==> src/rtl/battleship_pkg.sv <==
// Shared definitions for the Battleship placement logic: segment indices, FSM encoding,
// and the cell-index / cursor-move helpers.
package battleship_pkg;

  localparam logic [2:0] SEG_A = 3'd0;
  localparam logic [2:0] SEG_B = 3'd1;
  localparam logic [2:0] SEG_C = 3'd2;
  localparam logic [2:0] SEG_D = 3'd3;
  localparam logic [2:0] SEG_E = 3'd4;
  localparam logic [2:0] SEG_F = 3'd5;
  localparam logic [2:0] SEG_G = 3'd6;

  typedef enum logic [1:0] {
    ST_PLACE   = 2'd0,
    ST_CPU_GEN = 2'd1,
    ST_DONE    = 2'd2
  } state_e;

  typedef enum logic [1:0] {
    DIR_U = 2'd0,
    DIR_D = 2'd1,
    DIR_L = 2'd2,
    DIR_R = 2'd3
  } dir_e;

  localparam logic [1:0] STEP_NONE = 2'b00;
  localparam logic [1:0] STEP_INC  = 2'b01;
  localparam logic [1:0] STEP_DEC  = 2'b10;

  typedef struct packed {
    logic [2:0] seg;
    logic [1:0] step;
  } move_t;

  function automatic int unsigned cell_idx(input int unsigned digit, input logic [2:0] seg);
    return digit * 7 + {29'd0, seg};
  endfunction

  // Columns: left {f,e}, middle {a,g,d}, right {b,c}; R off the right column
  // steps to the next digit rightwards (digit-1), L off the left column to digit+1.
  function automatic move_t cursor_move(input logic [2:0] seg, input dir_e dir);
    move_t m;
    m.seg  = seg;
    m.step = STEP_NONE;
    case (dir)
      DIR_U: begin
        case (seg)
          SEG_G:   m.seg = SEG_A;
          SEG_D:   m.seg = SEG_G;
          SEG_E:   m.seg = SEG_F;
          SEG_C:   m.seg = SEG_B;
          default: ;
        endcase
      end
      DIR_D: begin
        case (seg)
          SEG_A:   m.seg = SEG_G;
          SEG_G:   m.seg = SEG_D;
          SEG_F:   m.seg = SEG_E;
          SEG_B:   m.seg = SEG_C;
          default: ;
        endcase
      end
      DIR_R: begin
        case (seg)
          SEG_F:   m.seg = SEG_A;
          SEG_E:   m.seg = SEG_D;
          SEG_A:   m.seg = SEG_B;
          SEG_G:   m.seg = SEG_B;
          SEG_D:   m.seg = SEG_C;
          SEG_B:   begin m.seg = SEG_F; m.step = STEP_DEC; end
          SEG_C:   begin m.seg = SEG_E; m.step = STEP_DEC; end
          default: ;
        endcase
      end
      DIR_L: begin
        case (seg)
          SEG_B:   m.seg = SEG_A;
          SEG_C:   m.seg = SEG_D;
          SEG_A:   m.seg = SEG_F;
          SEG_G:   m.seg = SEG_F;
          SEG_D:   m.seg = SEG_E;
          SEG_F:   begin m.seg = SEG_B; m.step = STEP_INC; end
          SEG_E:   begin m.seg = SEG_C; m.step = STEP_INC; end
          default: ;
        endcase
      end
      default: ;
    endcase
    return m;
  endfunction

endpackage

==> src/rtl/ship_place_ctrl_lfsr16.sv <==
// 16-bit Fibonacci LFSR, taps 16/14/13/11, used as the CPU fleet placement source.
module lfsr16 #(
  parameter logic [15:0] SEED = 16'hACE1
) (
  input  logic        clk,
  input  logic        rst,
  input  logic        en,
  output logic [15:0] out
);

  logic fb;
  assign fb = out[15] ^ out[13] ^ out[12] ^ out[10];

  always_ff @(posedge clk or posedge rst) begin
    if (rst)     out <= SEED;
    else if (en) out <= {out[14:0], fb};
  end

endmodule

==> src/rtl/ship_place_ctrl.sv <==
// Battleship ship-placement controller: cursor/toggle placement of the player fleet,
// LFSR-driven CPU fleet generation and multiplexed 7-segment display drive.
//
//  state      | meaning
//  -----------+-----------------------------------------------------------
//  ST_PLACE   | player moves cursor and toggles ships; confirm at full fleet
//  ST_CPU_GEN | one LFSR candidate per clk until the CPU fleet is full
//  ST_DONE    | both fleets fixed, held until rst
module ship_place_ctrl
  import battleship_pkg::*;
#(
  parameter int          NUM_DIGITS = 4,
  parameter int          MAX_SHIPS  = 4,
  parameter int          SCAN_DIV   = 1024,
  parameter int          BLINK_DIV  = 65536,
  parameter logic [15:0] LFSR_SEED  = 16'hACE1
) (
  input  logic                             clk,
  input  logic                             rst,
  input  logic                             phase,
  input  logic                             sel,
  input  logic                             confirm,
  input  logic                             btnU,
  input  logic                             btnD,
  input  logic                             btnL,
  input  logic                             btnR,
  output logic [NUM_DIGITS-1:0]            an,
  output logic [7:0]                       seg,
  output logic [NUM_DIGITS*7-1:0]          pships,
  output logic [NUM_DIGITS*7-1:0]          cships,
  output logic [$clog2(MAX_SHIPS+1)-1:0]   ship_count,
  output logic                             done
);

  localparam int CELLS = NUM_DIGITS * 7;
  localparam int CW    = $clog2(CELLS);
  localparam int SCW   = $clog2(MAX_SHIPS + 1);
  localparam int DW    = (NUM_DIGITS > 1) ? $clog2(NUM_DIGITS) : 1;
  localparam int SDW   = (SCAN_DIV > 1) ? $clog2(SCAN_DIV) : 1;
  localparam int BDW   = (BLINK_DIV > 1) ? $clog2(BLINK_DIV) : 1;

  localparam logic [SCW-1:0]        MAX_SC   = SCW'(MAX_SHIPS);
  localparam logic [DW-1:0]         DIG_MAX  = DW'(NUM_DIGITS - 1);
  localparam logic [CW:0]           CELLS_W  = (CW + 1)'(CELLS);
  localparam logic [SDW-1:0]        SCAN_TOP = SDW'(SCAN_DIV - 1);
  localparam logic [BDW-1:0]        BLNK_TOP = BDW'(BLINK_DIV - 1);
  localparam logic [NUM_DIGITS-1:0] AN_ONE   = NUM_DIGITS'(1);

  state_e          state;
  logic [DW-1:0]   cur_digit;
  logic [DW-1:0]   next_digit;
  logic [2:0]      cur_seg;
  logic [CW-1:0]   cur_cell;
  logic [SCW-1:0]  cpu_count;
  logic [15:0]     lfsr_q;
  logic            lfsr_unused;
  logic [CW-1:0]   cand;
  logic            cand_ok;
  dir_e            dir;
  move_t           mv;
  logic            move_req;
  logic [DW-1:0]   scan_idx;
  logic [SDW-1:0]  scan_cnt;
  logic [BDW-1:0]  blink_cnt;
  logic            blink_on;
  logic [6:0]      digit_bits;

  lfsr16 #(.SEED(LFSR_SEED)) u_lfsr (
    .clk (clk),
    .rst (rst),
    .en  (1'b1),
    .out (lfsr_q)
  );

  assign lfsr_unused = ^lfsr_q[15:CW];
  assign cand        = lfsr_q[CW-1:0];
  assign cand_ok     = ({1'b0, cand} < CELLS_W) && !cships[cand];
  assign cur_cell    = CW'(cell_idx(32'(cur_digit), cur_seg));
  assign move_req    = btnR | btnL | btnU | btnD;

  always_comb begin
    dir = DIR_D;
    if (btnR)      dir = DIR_R;
    else if (btnL) dir = DIR_L;
    else if (btnU) dir = DIR_U;
    mv = cursor_move(cur_seg, dir);
    next_digit = cur_digit;
    case (mv.step)
      STEP_INC: next_digit = (cur_digit == DIG_MAX) ? '0 : cur_digit + 1'b1;
      STEP_DEC: next_digit = (cur_digit == '0) ? DIG_MAX : cur_digit - 1'b1;
      default:  ;
    endcase
  end

  // One action per cycle: confirm > sel > any direction button (priority folded into dir).
  always_ff @(posedge clk or posedge rst) begin
    if (rst) begin
      state      <= ST_PLACE;
      cur_digit  <= '0;
      cur_seg    <= SEG_A;
      pships     <= '0;
      cships     <= '0;
      ship_count <= '0;
      cpu_count  <= '0;
      done       <= 1'b0;
    end else begin
      case (state)
        ST_PLACE: begin
          if (phase) begin
            if (confirm) begin
              if (ship_count == MAX_SC) state <= ST_CPU_GEN;
            end else if (sel) begin
              if (pships[cur_cell]) begin
                pships[cur_cell] <= 1'b0;
                ship_count       <= ship_count - 1'b1;
              end else if (ship_count != MAX_SC) begin
                pships[cur_cell] <= 1'b1;
                ship_count       <= ship_count + 1'b1;
              end
            end else if (move_req) begin
              cur_seg   <= mv.seg;
              cur_digit <= next_digit;
            end
          end
        end
        ST_CPU_GEN: begin
          if (cpu_count == MAX_SC) begin
            state <= ST_DONE;
            done  <= 1'b1;
          end else if (cand_ok) begin
            cships[cand] <= 1'b1;
            cpu_count    <= cpu_count + 1'b1;
          end
        end
        ST_DONE: state <= ST_DONE;
        default: state <= ST_PLACE;
      endcase
    end
  end

  always_ff @(posedge clk or posedge rst) begin
    if (rst) begin
      scan_cnt  <= SCAN_TOP;
      scan_idx  <= '0;
      blink_cnt <= BLNK_TOP;
      blink_on  <= 1'b1;
    end else begin
      if (scan_cnt == '0) begin
        scan_cnt <= SCAN_TOP;
        scan_idx <= (scan_idx == DIG_MAX) ? '0 : scan_idx + 1'b1;
      end else begin
        scan_cnt <= scan_cnt - 1'b1;
      end
      if (blink_cnt == '0) begin
        blink_cnt <= BLNK_TOP;
        blink_on  <= ~blink_on;
      end else begin
        blink_cnt <= blink_cnt - 1'b1;
      end
    end
  end

  always_comb begin
    digit_bits = pships[int'(scan_idx) * 7 +: 7];
    if (state == ST_PLACE && scan_idx == cur_digit) digit_bits[cur_seg] = blink_on;
    seg = {~done, ~digit_bits};
    an  = ~(AN_ONE << scan_idx);
  end

endmodule
==> config.mk <==
export PLATFORM = sky130hd
export DESIGN_NAME = ship_place_ctrl
export DESIGN_NICKNAME = d
export VERILOG_FILES = /design/src/rtl/battleship_pkg.sv /design/src/rtl/ship_place_ctrl_lfsr16.sv /design/src/rtl/ship_place_ctrl.sv
export SDC_FILE = /design/constraint.sdc
export NUM_CORES = 1
export LEC_CHECK = 0
export CAP_MARGIN = 20
export CORE_MARGIN = 8
export CORE_UTILIZATION = 55
export CTS_CLUSTER_SIZE = 20
export DETAILED_ROUTE_END_ITERATION = 12
export PLACE_DENSITY = 0.88
export SKIP_LAST_GASP = 1
export SLEW_MARGIN = 20
export SYNTH_ARGS = -nofsm -noshare
export SYNTH_HDL_FRONTEND = slang
export SYNTH_SLANG_ARGS = --single-unit
==> constraint.sdc <==
create_clock -name clk -period 5.3 [get_ports clk]
set_clock_uncertainty 0.05 [all_clocks]
set_input_delay 0.795 -clock clk [delete_from_list [all_inputs] [get_ports clk]]
set_output_delay 0.795 -clock clk [all_outputs]
set_load 0.02 [all_outputs]
==> impl_metrics.env, run 1 <==
export IMPL_finalSetupViolations=0
export IMPL_gp_congestion=0.974
export IMPL_rr_startpoint="cur_seg[1]$_DFFE_PP0P_"
export IMPL_maximum_number_of_pins_on_one_net_before_global_route_repair=81
export IMPL_critPathSlowestCell="sky130_fd_sc_hd__dfrtp_1"
export IMPL_postCtsSetupRepairBufs=0
export IMPL_hp_start="u_lfsr.out[8]$_DFF_PP0_"
export IMPL_max_slew_worst_pin_slew_ns=1.01
export IMPL_drt_vias_per_instance=6.08
export IMPL_hold_viol_final=0
export IMPL_ir_drop_v=0.000663
export IMPL_track_usage_pct=21.8
export IMPL_area_of_the_mapped_netlist_um2=6020
export IMPL_drt_first_pass_iters=5
export IMPL_portBuffers=80
export IMPL_chipHeight_um=121
export IMPL_die_area_um2=14500
export IMPL_synth_cells=547
export IMPL_setup_total_neg_slack_ns=0
export IMPL_num_antenna_cells=0
export IMPL_design_portCount=81
export IMPL_cts_tree="yes"
export IMPL_nFillCells=794
export IMPL_criticalPathCategory="flip-flop to flip-flop"
export IMPL_global_route_overflow_total=0
export IMPL_setup_worst_path_start_class="flip-flop"
export IMPL_r2r_slack_ns=1.18
export IMPL_maxSlewHeadroom_pct=32.4
export IMPL_hold_path_endpoint="u_lfsr.out[9]$_DFF_PP0_"
export IMPL_finalPower_mw=4.19
export IMPL_final_max_slew_violation_count=0
export IMPL_yosys_warnings=0
export IMPL_ctsHtreeMaxLevel=4
export IMPL_synth_seq_cells=115
export IMPL_async_reset_ff_share_pct=100
export IMPL_layout_min_cycle_time_ns=4.12
export IMPL_core_area_um2=10700
export IMPL_initial_core_util_pct=56.0
export IMPL_worstHoldPathCells=0
export IMPL_leakage_nw=3.26
export IMPL_grt_first_pass_wirelength_mm=25.0
export IMPL_antenna_found_initial=0
export IMPL_clockPowerShare_pct=26.0
export IMPL_drtAntennaViolNets=0
export IMPL_critical_path_cell_chain="fa_1, ha_1, inv_1, fa_1, inv_1, mux2_2, o32ai_1, a31oi_1, and2_1, fa_1, a31oi_1, o211ai_2, o211ai_1"
export IMPL_power_internal_mw=2.38
export IMPL_placed_cells=743
export IMPL_ctsResizeCount=0
export IMPL_cts_made_buffers=17
export IMPL_post_synth_num_cell_types=54
export IMPL_critical_path_top_cell_by_count="sky130_fd_sc_hd__fa_1"
export IMPL_postCtsHoldBufs=0
export IMPL_timing_critical_path_to_type="flip-flop"
export IMPL_outcome="finished, final reports clean"
export IMPL_critPathTopFamily="adder cells"
export IMPL_first_global_vias=4943
export IMPL_critical_path_max_stage_delay_ns=0.77
export IMPL_switching_share_pct=43.2
export IMPL_worst_r2r_cell_count=13
export IMPL_per_instance_average_area_after_synthesis_um2=11.0
export IMPL_clk_insertion_delay_late_ns=0.53
export IMPL_worst_setup_hold_path_clk_slew_ns=0.06
export IMPL_cp_arrival_ns=4.51
export IMPL_netSwitchingPower_mw=1.81
export IMPL_finalWirelength_mm=15.1
export IMPL_critical_path_required_ns=5.69
export IMPL_final_setup_slack_of_the_worst_path_ns=1.18
export IMPL_most_common_layout_cells="sky130_fd_sc_hd__dfrtp_1 (80), sky130_fd_sc_hd__clkdlybuf4s50_1 (80), sky130_fd_sc_hd__nand2_1 (44)"
export IMPL_detail_route_wl_per_cell_um=19.5
export IMPL_worst_path_buf_inv=2
export IMPL_fin_cells=774
export IMPL_maxCapViolations=0
export IMPL_power_density_cell_area_nw_per_um2=564
export IMPL_post_route_period_util_pct=77.7
export IMPL_crit_reg2reg_capture="ship_count[2]$_DFFE_PP0P_"
export IMPL_dpl_hpwl_mm=10.6
export IMPL_comb_power_share_pct=45.9
export IMPL_layout_drive_gt1_share_pct=14.5
export IMPL_area_delta_synth_final_pct=23.5
export IMPL_clkSinkCount=115
export IMPL_final_nets=652
export IMPL_syn_nets=577
export IMPL_clock_tree_root_cell="sky130_fd_sc_hd__clkbuf_8"
export IMPL_ctsLongestPathBuffers=2
export IMPL_achievable_frequency_mhz=243
export IMPL_seq_area_frac_synth_pct=48.6
export IMPL_min_delay_path_class="flip-flop to flip-flop"
export IMPL_drt_drc_violations_left=0
export IMPL_floorplan_rows=38
export IMPL_pwr_share_seq_pct=28.1
export IMPL_rsz0062_at_grt="no"
export IMPL_number_of_enable_type_register_cells_in_the_synthesized_netlist=0
export IMPL_drt_first_iter_violations=407
export IMPL_dp_slack_ns=1.27
export IMPL_routed_via_count=4707
export IMPL_worst_path_max_fanout=22
export IMPL_hold_worst_slack_ns=0.308
export IMPL_synthFlopType="sky130_fd_sc_hd__dfrtp_1"
export IMPL_die_width_um=121
## cells by family (layout without fill, tap and decap cells)
kind of cell	count (synthesis)	after routing	share of synthesized area [%]
adders and majority gates	21	21	4.87
buffers and inverters	58	145	4.43
AOI/OAI and AO/OA	137	137	14.4
DFF	115	115	48.6
and+or+nand+nor	150	150	12.6
xor gates and xnor gates	34	34	4.95
muxes	32	32	10.2
## power by group through the flow
| stage | clock, mW | combinational, mW | sequential, mW |
|---|---|---|---|
| finish | 1.09 | 1.92 | 1.18 |
| floorplan | 0 | 1.44 | 1.20 |
| detailed placement | 0 | 1.89 | 1.18 |
| CTS | 1.10 | 1.91 | 1.17 |
| global route | 1.14 | 2.10 | 1.20 |
| global placement | 0 | 1.82 | 1.18 |
## cell type report
class	instances	area [µm²]	share of cell area, %
clock buffers	19	432	5.81
clock inverters	12	131	1.77
inverters	32	125	1.68
multi-input cells	374	2830	38.1
flip-flops and latches	115	2920	39.3
well taps	140	175	2.36
repair buffers	82	816	11.0
## per-stage QoR
step | utilization [%] | instance area, µm²
finish | 69.1 | 7430
global route | 69.1 | 7430
CTS | 69.1 | 7430
detailed placement | 63.9 | 6860
global placement | 63.9 | 6860
floorplan | - | 6020
## synth_stat cells, types with 7 or more instances
master,count,share of area (%)
sky130_fd_sc_hd__dfrtp_1,80,33
sky130_fd_sc_hd__nand2_1,44,2.7
sky130_fd_sc_hd__a21oi_1,36,3.0
sky130_fd_sc_hd__dfstp_2,35,15
sky130_fd_sc_hd__a31oi_1,34,3.5
sky130_fd_sc_hd__nor2_1,34,2.1
sky130_fd_sc_hd__inv_1,32,2.0
sky130_fd_sc_hd__o21ai_0,21,1.7
sky130_fd_sc_hd__a21o_1,17,2.1
sky130_fd_sc_hd__ha_1,17,3.5
sky130_fd_sc_hd__xnor2_1,17,2.5
sky130_fd_sc_hd__xor2_1,17,2.5
sky130_fd_sc_hd__mux4_2,14,5.2
sky130_fd_sc_hd__clkbuf_1,13,0.81
sky130_fd_sc_hd__nor3_1,13,1.1
sky130_fd_sc_hd__o21bai_1,11,1.4
sky130_fd_sc_hd__nand3b_1,10,1.2
sky130_fd_sc_hd__mux2i_1,9,1.5
sky130_fd_sc_hd__nand3_1,8,0.67
sky130_fd_sc_hd__mux4_1,7,3.1
sky130_fd_sc_hd__nor4_1,7,0.73
## worst max path at each step
stage	startpoint	to	slack [ns]	cells after the start
after global placement	cur_seg[1]$_DFFE_PP0P_	ship_count[2]$_DFFE_PP0P_	1.40	13
after floorplan	rst	async pin	1.47	1
after CTS	cur_seg[1]$_DFFE_PP0P_	ship_count[2]$_DFFE_PP0P_	1.24	13
after detailed placement	cur_seg[1]$_DFFE_PP0P_	ship_count[2]$_DFFE_PP0P_	1.27	13
final	cur_seg[1]$_DFFE_PP0P_	ship_count[2]$_DFFE_PP0P_	1.18	13
after global routing	cur_seg[1]$_DFFE_PP0P_	ship_count[2]$_DFFE_PP0P_	0.97	13
## layer usage
metal / part of all wire [%] / global-route usage (%) / wire, µm
met5: 0 / 0 / 0
met4: 2.2 / 9.52 / 326
met3: 7.9 / 7.23 / 1190
met2: 50 / 35.5 / 7530
met1: 40 / 25.9 / 6020
No activity file was read; power rests on OpenSTA's default activity.
==> run 2: changes to the inputs <==
--- a/config.mk
+++ b/config.mk
@@ -7,10 +7,10 @@
 export LEC_CHECK = 0
 export CAP_MARGIN = 20
 export CORE_MARGIN = 8
-export CORE_UTILIZATION = 55
+export CORE_UTILIZATION = 50
 export CTS_CLUSTER_SIZE = 20
 export DETAILED_ROUTE_END_ITERATION = 12
-export PLACE_DENSITY = 0.88
+export PLACE_DENSITY = 0.85
 export SKIP_LAST_GASP = 1
 export SLEW_MARGIN = 20
 export SYNTH_ARGS = -nofsm -noshare
==> constraint.sdc (replaced) <==
create_clock -name clk -period 3.4 [get_ports clk]
set_clock_uncertainty 0.05 [all_clocks]
set_input_delay 0.51 -clock clk [delete_from_list [all_inputs] [get_ports clk]]
set_output_delay 0.51 -clock clk [all_outputs]
set_load 0.02 [all_outputs]
==> impl_metrics.env, run 2 (synthesis gave the netlist of run 1 again) <==
export IMPL_critical_path_required_ns=3.68
export IMPL_netSwitchingPower_mw=3.03
export IMPL_power_density_cell_area_nw_per_um2=923
export IMPL_floorplan_rows=40
export IMPL_drt_vias_per_instance=6.05
export IMPL_max_slew_worst_pin_slew_ns=0.712
export IMPL_clkSinkCount=115
export IMPL_comb_power_share_pct=49.7
export IMPL_drt_first_iter_violations=386
export IMPL_worst_r2r_cell_count=13
export IMPL_first_global_vias=4968
export IMPL_hold_worst_slack_ns=0.306
export IMPL_min_delay_path_class="flip-flop to flip-flop"
export IMPL_gp_congestion=0.899
export IMPL_layout_commonest_cell="sky130_fd_sc_hd__clkdlybuf4s50_1"
export IMPL_final_nets=669
export IMPL_clockPowerShare_pct=25.5
export IMPL_ctsLongestPathBuffers=2
export IMPL_most_common_layout_cells="sky130_fd_sc_hd__clkdlybuf4s50_1 (80), sky130_fd_sc_hd__dfrtp_1 (77), sky130_fd_sc_hd__nand2_1 (44)"
export IMPL_portBuffers=80
export IMPL_final_cell_area_um2=7660
export IMPL_antenna_found_initial=0
export IMPL_outcome="finished, final reports clean"
export IMPL_worst_path_max_fanout=7
export IMPL_hold_path_endpoint="u_lfsr.out[9]$_DFF_PP0_"
export IMPL_chipHeight_um=126
export IMPL_cp_arrival_ns=3.59
export IMPL_crit_reg2reg_capture="ship_count[2]$_DFFE_PP0P_"
export IMPL_ctsHtreeMaxLevel=4
export IMPL_clk_insertion_delay_late_ns=0.42
export IMPL_grt_first_pass_wirelength_mm=26.0
export IMPL_num_antenna_cells=0
export IMPL_post_route_period_util_pct=97.4
export IMPL_rr_startpoint="cur_digit[1]$_DFFE_PP0P_"
export IMPL_hold_viol_final=0
export IMPL_leakage_nw=3.37
export IMPL_timing_critical_path_to_type="flip-flop"
export IMPL_initial_core_util_pct=50.7
export IMPL_postCtsHoldBufs=0
export IMPL_die_area_um2=15800
export IMPL_hp_start="u_lfsr.out[8]$_DFF_PP0_"
export IMPL_drtAntennaViolNets=0
export IMPL_drt_first_pass_iters=4
export IMPL_power_internal_mw=4.04
export IMPL_layout_drive_gt1_share_pct=19.2
export IMPL_maxCapViolations=0
export IMPL_finalWirelength_mm=15.9
export IMPL_drt_drc_violations_left=0
export IMPL_dpl_hpwl_mm=11.2
export IMPL_maximum_number_of_pins_on_one_net_before_global_route_repair=45
export IMPL_rsz0062_at_grt="yes"
export IMPL_core_area_um2=11900
export IMPL_finalSetupViolations=0
export IMPL_cts_tree="yes"
export IMPL_achievable_frequency_mhz=302
export IMPL_cts_made_buffers=17
export IMPL_layout_min_cycle_time_ns=3.31
export IMPL_area_delta_synth_final_pct=27.3
export IMPL_ir_drop_v=0.000594
export IMPL_postCtsSetupRepairBufs=0
export IMPL_track_usage_pct=20.5
export IMPL_setup_worst_path_start_class="flip-flop"
export IMPL_worstHoldPathCells=0
export IMPL_criticalPathCategory="flip-flop to flip-flop"
export IMPL_place_area_um2=7020
export IMPL_global_route_overflow_total=0
export IMPL_maxSlewHeadroom_pct=52.4
export IMPL_worst_setup_hold_path_clk_slew_ns=0.06
export IMPL_final_max_slew_violation_count=0
export IMPL_switching_share_pct=42.8
export IMPL_die_width_um=126
export IMPL_design_portCount=81
export IMPL_routed_via_count=4836
export IMPL_r2r_slack_ns=0.09
export IMPL_detail_route_wl_per_cell_um=19.9
export IMPL_clock_tree_root_cell="sky130_fd_sc_hd__clkbuf_16"
export IMPL_pwr_share_seq_pct=24.8
## run 2: power by group through the flow
stage / sequential, mW / clock [mW] / combinational (mW)
after floorplan: 1.87 / 0 / 2.33
after global placement: 1.76 / 0 / 3.20
after detailed placement: 1.77 / 0 / 3.28
after CTS: 1.75 / 1.81 / 3.38
after global routing: 1.77 / 1.87 / 3.84
final: 1.75 / 1.80 / 3.51
## run 2: through the flow
stage                     TNS [ns]  total power [mW]  cells  setup slack, ns  utilization [%]
final                            0              7.07    799           0.0901             64.5
after global routing        -0.108              7.48    799          -0.0616             64.5
after detailed placement   -0.0663              5.05    767          -0.0663             59.2
after global placement           0              4.95    767           0.0543             59.2
after CTS                        0              6.94    799          0.00153             64.3
after floorplan             -0.208              4.20    547           -0.175                -
## run 2: timing repair
action	in CTS	in global routing
resized for setup	3	8
endpoints found under the setup margin	1	17
pin swaps	3	4
cloned	0	0
## run 2: cell type report
cell class,count,area [µm²]
repair buffers,99,960
flip-flops and latches,115,2930
clock inverters,15,168
multi-input cells,374,2870
inverters,32,124
clock buffers,17,425
fillers,866,4210
well taps,147,184
## run 2: metal layers
metal  GRT usage (%)  share of wire (%)  vias up
li1                -                  -     2161
met1            24.3                 40     2394
met2            34.2                 50      250
met3            6.62                8.8       31
met4            7.52                1.8        0
met5               0                  0        -
## run 2: worst max-delay path: stages (launching register included)
cell	delay, ns
sky130_fd_sc_hd__dfrtp_2	0.44
sky130_fd_sc_hd__fa_1	0.51
sky130_fd_sc_hd__ha_2	0.17
sky130_fd_sc_hd__inv_1	0.05
sky130_fd_sc_hd__fa_2	0.40
sky130_fd_sc_hd__nor3_2	0.23
sky130_fd_sc_hd__a31oi_2	0.08
sky130_fd_sc_hd__o32ai_1	0.25
sky130_fd_sc_hd__a31oi_1	0.10
sky130_fd_sc_hd__and2_4	0.17
sky130_fd_sc_hd__fa_2	0.38
sky130_fd_sc_hd__a31oi_2	0.16
sky130_fd_sc_hd__o211ai_2	0.12
sky130_fd_sc_hd__o211ai_1	0.11
## run 2: worst max path at each step
stage,slack (ns),cells past startpoint,end,startpoint
floorplan,-0.17,15,ship_count[2]$_DFFE_PP0P_,cur_digit[1]$_DFFE_PP0P_
global placement,0.05,13,ship_count[2]$_DFFE_PP0P_,cur_digit[1]$_DFFE_PP0P_
detailed placement,-0.07,13,ship_count[2]$_DFFE_PP0P_,cur_digit[1]$_DFFE_PP0P_
CTS,0.002,13,ship_count[2]$_DFFE_PP0P_,cur_digit[1]$_DFFE_PP0P_
global route,-0.06,12,ship_count[1]$_DFFE_PP0P_,cur_digit[1]$_DFFE_PP0P_
finish,0.09,13,ship_count[2]$_DFFE_PP0P_,cur_digit[1]$_DFFE_PP0P_
